[config.mk]
export PLATFORM = sky130hd
export DESIGN_NAME = cordic_cos_pipeline
export DESIGN_NICKNAME = d
export VERILOG_FILES = /design/src/rtl/cordic_cos_pipeline.sv
export SDC_FILE = /design/constraint.sdc
export NUM_CORES = 2
export LEC_CHECK = 0
export ABC_CLOCK_PERIOD_IN_PS = 21200
export CAP_MARGIN = 20
export CORE_MARGIN = 2
export CORE_UTILIZATION = 35
export DETAILED_ROUTE_END_ITERATION = 6
export PLACE_DENSITY = 0.54
export SLEW_MARGIN = 10
export SYNTH_ARGS = -nofsm -noshare
export SYNTH_HDL_FRONTEND = slang
export SYNTH_SLANG_ARGS = --single-unit
[constraint.sdc]
create_clock -name clock -period 21.2 [get_ports clock]
set_input_delay 4.24 -clock clock [delete_from_list [all_inputs] [get_ports clock]]
set_output_delay 4.24 -clock clock [all_outputs]
set_load 0.03 [all_outputs]
[src/rtl/cordic_cos_pipeline.sv]
// Highest-set-bit finder for one byte; index is 0 when no bit is set.
// Latency: combinational.
// Backpressure: none.
module priority_encoder8 (
  input  logic [7:0] data,
  output logic [2:0] index,
  output logic       valid
);
  always_comb begin
    index = '0;
    for (int i = 0; i < 8; i++) begin
      if (data[i]) index = 3'(i);
    end
  end

  assign valid = |data;
endmodule

// Highest-set-bit finder for a 32-bit word; index is 0 when no bit is set.
// Latency: combinational.
// Backpressure: none.
module priority_encoder32 (
  input  logic [31:0] data,
  output logic [4:0]  index,
  output logic        valid
);
  logic [2:0] sub_idx [4];
  logic [3:0] grp_vld;
  logic [2:0] grp_idx;
  logic       unused_grp_msb;

  for (genvar g = 0; g < 4; g++) begin : g_grp
    priority_encoder8 u_grp (
      .data  (data[8*g +: 8]),
      .index (sub_idx[g]),
      .valid (grp_vld[g])
    );
  end

  // Only four groups exist, so the select encoder's top bit is always 0.
  priority_encoder8 u_sel (
    .data  ({4'b0000, grp_vld}),
    .index (grp_idx),
    .valid (valid)
  );

  assign unused_grp_msb = grp_idx[2];
  assign index          = {grp_idx[1:0], sub_idx[grp_idx[1:0]]};
endmodule

// Pipelined CORDIC cosine: float angle in [0,1] rad -> float cos.
// Latency: 16 enabled clocks (float->fixed, ITER rotations, fixed->float).
// Backpressure: none; clk_en=0 freezes every stage.
module cordic_cos_pipeline #(
  parameter int ITER = 14,
  parameter int FW   = 21
) (
  input  logic          clock,
  input  logic          aclr,
  input  logic          clk_en,
  input  logic [31:0]   dataa,
  output logic [31:0]   result,
  output logic [4:0]    rotate_index_debug,
  output logic [FW-1:0] x_debug,
  output logic [FW-1:0] z_debug,
  output logic [FW-1:0] fixed_point_input_debug,
  output logic [7:0]    exponent_debug,
  output logic [FW-1:0] fixed_point_result_debug
);
  localparam int FRAC = FW - 2;
  localparam logic signed [FW-1:0] K = FW'(318376);

  function automatic logic signed [FW-1:0] atan_lut(input int i);
    case (i)
      0:       atan_lut = FW'(411775);
      1:       atan_lut = FW'(243085);
      2:       atan_lut = FW'(128439);
      3:       atan_lut = FW'(65198);
      4:       atan_lut = FW'(32725);
      5:       atan_lut = FW'(16379);
      6:       atan_lut = FW'(8191);
      7:       atan_lut = FW'(4096);
      default: atan_lut = FW'((1 << FRAC) >> i);
    endcase
  endfunction

  logic [7:0]           exp_in;
  logic [23:0]          mant_in;
  logic [FW-1:0]        angle_d, angle_q;
  logic [7:0]           exp_q;
  logic                 unused_sign;

  assign exp_in      = dataa[30:23];
  assign mant_in     = {1'b1, dataa[22:0]};
  assign unused_sign = dataa[31];

  // Oversized exponents reuse the e=127 alignment so the output stays deterministic.
  always_comb begin
    angle_d = '0;
    if (dataa[30:0] != 31'd0 && exp_in >= 8'd108) begin
      if (exp_in >= 8'd127) angle_d = FW'(mant_in >> 4);
      else                  angle_d = FW'(mant_in >> (8'd131 - exp_in));
    end
  end

  logic signed [FW-1:0] x_in [ITER], y_in [ITER], z_in [ITER];
  logic signed [FW-1:0] x_d  [ITER], y_d  [ITER], z_d  [ITER];
  logic signed [FW-1:0] x_q  [ITER], y_q  [ITER], z_q  [ITER];
  logic                 unused_y;

  assign unused_y = ^y_q[ITER-1];

  always_comb begin
    x_in[0] = K;
    y_in[0] = '0;
    z_in[0] = $signed(angle_q);
    for (int i = 1; i < ITER; i++) begin
      x_in[i] = x_q[i-1];
      y_in[i] = y_q[i-1];
      z_in[i] = z_q[i-1];
    end
    for (int i = 0; i < ITER; i++) begin
      if (z_in[i][FW-1]) begin
        x_d[i] = x_in[i] + (y_in[i] >>> i);
        y_d[i] = y_in[i] - (x_in[i] >>> i);
        z_d[i] = z_in[i] + atan_lut(i);
      end else begin
        x_d[i] = x_in[i] - (y_in[i] >>> i);
        y_d[i] = y_in[i] + (x_in[i] >>> i);
        z_d[i] = z_in[i] - atan_lut(i);
      end
    end
  end

  logic [31:0] fx, norm, res_d;
  logic [4:0]  lead_pos;
  logic        lead_vld;
  logic [8:0]  unused_norm;

  assign fx = {{(32-FW){1'b0}}, x_q[ITER-1]};

  priority_encoder32 u_lead (
    .data  (fx),
    .index (lead_pos),
    .valid (lead_vld)
  );

  // Leading one moves to bit 31; the 23 bits beneath it form the mantissa.
  assign norm        = fx << (5'd31 - lead_pos);
  assign unused_norm = {norm[31], norm[7:0]};
  assign res_d       = lead_vld ? {1'b0, 8'(127 - FRAC) + {3'b000, lead_pos}, norm[30:8]} : '0;

  always_ff @(posedge clock) begin
    if (aclr) begin
      angle_q <= '0;
      exp_q   <= '0;
      result  <= '0;
      for (int i = 0; i < ITER; i++) begin
        x_q[i] <= '0;
        y_q[i] <= '0;
        z_q[i] <= '0;
      end
    end else if (clk_en) begin
      angle_q <= angle_d;
      exp_q   <= exp_in;
      result  <= res_d;
      for (int i = 0; i < ITER; i++) begin
        x_q[i] <= x_d[i];
        y_q[i] <= y_d[i];
        z_q[i] <= z_d[i];
      end
    end
  end

  always_ff @(posedge clock) begin
    if (aclr) rotate_index_debug <= '0;
    else      rotate_index_debug <= 5'(ITER - 1);
  end

  assign x_debug                  = x_q[ITER-1];
  assign z_debug                  = z_q[ITER-1];
  assign fixed_point_result_debug = x_q[ITER-1];
  assign fixed_point_input_debug  = angle_q;
  assign exponent_debug           = exp_q;
endmodule

After elaboration in Yosys (flattened, before gate mapping) --
Memories as Yosys holds them, arrays and structs flattened. Cells that the tools add are included.
Storage, ports and cells: register bits 66, bits in read-only memories 0, latch bits 0, input port bits 35, bits in writable memories 882, memories 3, output and inout bits 129
Memory list:
- x_q | words 14, bits a word 21, read ports 14, clocked after Yosys merged registers in 0, write ports 14, RTL line 108 | logic signed [FW-1:0] x_q [ITER], y_q [ITER], z_q [ITER];
- y_q | words 14, bits a word 21, read ports 13, clocked after Yosys merged registers in 0, write ports 14, RTL line 108
- z_q | words 14, bits a word 21, read ports 14, clocked after Yosys merged registers in 0, write ports 14, RTL line 108
Operators by class: shift operators 2, divide/modulo/power cells 0, $lt $le $gt $ge 3, add/sub/neg operators 83, eq/ne operators 0, bitwise gates (word level) 43, reduce and logical (&&, ||, !) cells 5, muxes and demuxes 143, multipliers 0
Operators with widths (count):
- $mux W21 | 113
- $add A21 B21 Y21 | 14
- $sub A21 B21 Y21 | 14
- $mux W3 | 17
- $add A21 B10 Y21 | 2
- $add A21 B11 Y21 | 2
- $add A21 B12 Y21 | 2
- $add A21 B13 Y21 | 2
- $add A21 B14 Y21 | 2
- $add A21 B15 Y21 | 2
- $add A21 B16 Y21 | 2
- $add A21 B17 Y21 | 2
- $add A21 B18 Y21 | 2
- $add A21 B19 Y21 | 2
- $add A21 B20 Y21 | 2
- $add A21 B8 Y21 | 2
- $add A21 B9 Y21 | 2
- $or A1 B1 Y1 | 42
- $sub A21 B10 Y21 | 2
- $sub A21 B11 Y21 | 2
- $sub A21 B12 Y21 | 2
- $sub A21 B13 Y21 | 2
- $sub A21 B14 Y21 | 2
- $sub A21 B15 Y21 | 2
- other kinds (25) | 41

Depth between registers and ports, before layout --
An unclocked memory read counts as a cell.
depth after elaboration 14, mapped depth 18

By module --
From an unflattened synthesis, not the netlist that was laid out.
Second synthesis, totals: cell total of the unflattened synthesis 7535, area total of the unflattened synthesis 69477.9 µm²
By module, submodules not included:
- cordic_cos_pipeline | cells each 7471, instances 1, area an instance 69063.7 µm²
- priority_encoder8 | cells each 12, instances 5, area an instance 66.3 µm²
- priority_encoder32 | cells each 4, instances 1, area an instance 82.6 µm²

Least setup slack after synthesis --
No wires, ideal clock.
kind in2reg, start input aclr, end register angle_q[20], in the netlist fixed_point_input_debug[20], buffers on the path 2, data arrival time 20.611 ns, library setup time 0.790 ns, setup slack -0.201 ns, required time 20.410 ns, stages on the path 5, cells stage by stage clkbuf_1 nor2_1 clkbuf_1 inv_1 o21ai_0
RTL lines:
- start: declaration | RTL line 59 | input logic aclr,
- end signal: assignment | RTL line 164 | angle_q <= angle_d;
- end: declaration | RTL line 89 | logic [FW-1:0] angle_d, angle_q;

Worst setup path in the final report --
start input dataa[25], end register angle_q[5], in the netlist fixed_point_input_debug[5]
On the way: longest elaborated chain between the ends 4
RTL lines:
- start: declaration | RTL line 61 | input logic [31:0] dataa,
- $sub A8 B8 Y8 | RTL line 102 | else angle_d = FW'(mant_in >> (8'd131 - exp_in));
- $shr A24 B8 Y21 | RTL line 102
- $mux W21 | RTL line 101 | if (exp_in >= 8'd127) angle_d = FW'(mant_in >> 4);
- $mux W21 * | RTL line 100 | if (dataa[30:0] != 31'd0 && exp_in >= 8'd108) begin
Every way passes the cells marked *; elsewhere a longest branch is shown, timed or not. A chain may end at the register's enable or synchronous reset.

==> results.md <==
* Status: complete, no violations
* Ys async rst share at 0%
* Rel. slew slack at 27.1%
* Max Root-Sink Buffers at 3
* Nets at 8224
* Initial Util at 35.3%
* CP Cell Sequence: clkdlybuf4s50_1 -> inv_1 -> ha_1 -> or2_2 -> nor3_1 -> a21oi_1 -> nor3_1 -> a221o_1
* H-tree lvl count at 3
* Max Cap Viol at 0
* Top-area cell type share of the netlist area at 35.0%
* Core Area at 0.195 mm2
* DRT Pass-1 Iters at 6
* Clk slew on worst S/H paths at 0.06 ns
* Slowest stage delay, CP at 0.93 ns
* Clk sink count at 864
* Final period util at 35.0%
* # port buffers at 159
* Die Width at 448 um
* CTS Hold Buffers Added at 0
* First-pass GRT wire length at 282000 um
* Pin count of the biggest net entering global routing at 187
* Layout fillers at 19400
* Worst hold slack at 0.458 ns
* Cell variety after synth at 90
* Leakage at 31.6 nW
* Final min period at 7.42 ns
* End of the worst register-to-register path: y_q[1][83]$_SDFFCE_PP0P_
* Final Hold Fails at 0
* # rows at 162
* Die H at 448 um
* Initial antenna violation count at 3
* Sequential area share after synthesis at 36.8%
* Slowest stage cell, crit path: clkdlybuf4s50_1
* Placed cells at 9948
* Power Dens Cells at 165 mW/mm2
* EDFF count, synth at 802
* Area leader, netlist: edfxtp_1
* Post-Synthesis Cells at 7376
* RSZ-0062 raised after global routing: false
* Hpwl dp at 132000 um
* Number of synthesized register bits at 864
* Syn. warnings at 0
* Drt drc at 0
* CP Data Arrival Time at 8.07 ns
* Initial DRC count at 3044
* R2R Path Start: x_q[1][53]$_SDFFCE_PP0P_
* Final std cells w/o fill at 10100
* GR Overflow Total at 0
* CTS Buf Count at 101
* GRT Overall Usage at 17.2%
* Main synth FF type: edfxtp_1
* Register area at 0.0253 mm2
* Vias in the first global route at 52500
* Crit end category: flip-flop
* Worst EP required at 21.86 ns
* P&R area growth vs syn at 10.8%
* Most common cell on crit path: nor3_1
* Hold Crit Depth at 2
* Netlist Area Pre-Place at 0.0689 mm2
* WS Path Type: input port to flip-flop
* Worst reg-to-reg setup slack at 16.44 ns
* Total power at 0.0126 W
* Root Buffer: clkbuf_16
* Drt wl/cell at 17.3 um
* Syn Area/Cell at 9.34 um2
* Routability congestion estimate at 0.862
* Final core utilization at 39.1%
* Worst hold start: result[12]$_SDFFE_PP0P_
* Multi-input gate area at 0.0414 mm2
* Crit start category: input port
* Fmax at 135 MHz
* Ports at 164
* R2R cell count at 15
* Top cells by area, synth: edfxtp_1, ha_1, nor2_1, xnor2_1, xor2_1
* Max Slew Vio Count at 0
* Setup TNS at 0 ns
* Setup Buffers After CTS at 0
* Worst Hold End: result[12]$_SDFFE_PP0P_
* Routed via count at 53900
* Final ANT Viol Nets at 0
* Clk_lat worst skew at 0.73 ns
* Via density at 5.32
* Die area at 0.200 mm2
* Worst Tran Pin Value at 1.09 ns
* Post-cts resize count at 0
* CTS tree: done
* Crit Path Max Fanout at 29
* Setup Skew at 0.0489 ns
* # setup viols final at 0
* Share of cells above drive strength 1 at 4.01%
* Worst min-delay path category: flip-flop to flip-flop
* Final WL at 175000 um
* Peak VDD IR at 0.0813 mV
[logic make-up (layout without fill, tap and decap cells)]
| logic type | count (synthesis) | count (layout) | synth area share, % |
|---|---|---|---|
| compound gates | 1844 | 1844 | 17.1 |
| xor+xnor | 782 | 782 | 9.95 |
| fa+ha+maj | 759 | 759 | 14.2 |
| buf+inv | 532 | 667 | 3.19 |
| flops | 864 | 864 | 36.8 |
| mux | 144 | 144 | 2.34 |
| other cells | 1 | 5 | 0.00545 |
| simple gates | 2450 | 2450 | 16.5 |
[how the worst max path moves through the flow]
stage,start,to
floorplan,clk_en,x_q[0][100]$_DFFE_PP_
global placement,aclr,y_q[0][166]$_DFFE_PP_
detailed placement,aclr,y_q[0][166]$_DFFE_PP_
CTS,aclr,y_q[0][166]$_DFFE_PP_
global route,aclr,y_q[0][166]$_DFFE_PP_
finish,dataa[25],fixed_point_input_debug[5]$_SDFFE_PP0P_
[synthesized netlist by cell type, types with 39 or more instances]
library cell  number
nor2_1          1085
edfxtp_1         802
ha_1             725
a21oi_1          574
xnor2_1          408
xor2_1           374
nand2_1          359
o21ai_0          349
nor3_1           283
inv_1            277
a21o_1           192
clkbuf_1         166
nor2b_1          152
o21a_1           124
nand3_1          103
a211oi_1         101
and3_1            98
a31oi_1           97
nand2b_1          94
mux2i_1           90
o21bai_1          70
dfxtp_1           62
or3_1             52
buf_4             48
and2_1            47
mux2_2            45
nor4_1            45
o211ai_1          39
[state kept, by name, indices dropped and copies added, names as in the netlist]
signal	cells
rotate_index_debug	1
z_q	294
exponent_debug	8
fixed_point_input_debug	21
y_q	238
result	31
x_q	271
[area by class of cell]
cell class | count | share of cell area (%)
Antenna cell | 2 | 0.00656
Clock buffer | 135 | 3.59
Clock inverter | 51 | 0.659
Inverter | 279 | 1.38
Multi-Input combinational cell | 5982 | 54.2
Sequential cell | 864 | 33.2
Tap cell | 2624 | 4.30
Timing Repair Buffer | 202 | 2.63
[worst max-delay path, delay by kind of cell]
kind / cells / cell delay (ns)
fa+ha+maj: 1 / 0.82
buf+inv: 2 / 1.54
simple gates: 3 / 1.12
compound gates: 2 / 0.32
[placed cells by master, fill, tap and decap left out, types with 29 or more instances in the layout]
| cell type | n |
|---|---|
| clkdlybuf4s50_1 | 157 |
| nor2b_1 | 152 |
| ha_1 | 725 |
| or3_1 | 52 |
| o21a_1 | 124 |
| a21o_1 | 192 |
| inv_1 | 276 |
| xnor2_1 | 408 |
| mux2i_1 | 90 |
| nor2_1 | 1083 |
| buf_4 | 37 |
| xor2_1 | 374 |
| nor4_1 | 45 |
| o211ai_1 | 39 |
| edfxtp_1 | 802 |
| nand3_1 | 103 |
| a211oi_1 | 101 |
| dfxtp_1 | 62 |
| and3_1 | 98 |
| a31oi_1 | 97 |
| nand2_1 | 358 |
| nor3b_1 | 34 |
| o31ai_1 | 29 |
| or2_2 | 29 |
| nand2b_1 | 94 |
| clkbuf_16 | 102 |
| o21ai_0 | 349 |
| mux2_2 | 45 |
| o21bai_1 | 70 |
| a21oi_1 | 574 |
| fa_1 | 34 |
| and2_1 | 47 |
| nor3_1 | 283 |
[metal layers]
layer  GRT usage (%)  part of all wire (%)  wire length, um
met5               0                     0                0
met2            30.4                    49            85500
met1            22.4                    46            80400
met3            2.03                   3.3             5750
met4            3.85                   2.0             3560
[where the power goes]
group	switching, W	internal (W)	total [W]
clock network	0.000744	0.000992	0.00174
logic	0.00445	0.00332	0.00778
registers	0.000556	0.00255	0.00311
[stage by stage]
stage | worst slack [ns] | instance area [um2]
final | 13.78 | 76300
after global routing | 13.55 | 76300
after CTS | 13.84 | 76200
after detailed placement | 13.07 | 73000
after global placement | 13.09 | 73000
after floorplan | 3.52 | 68900
Power figures use the tool's default switching activity.
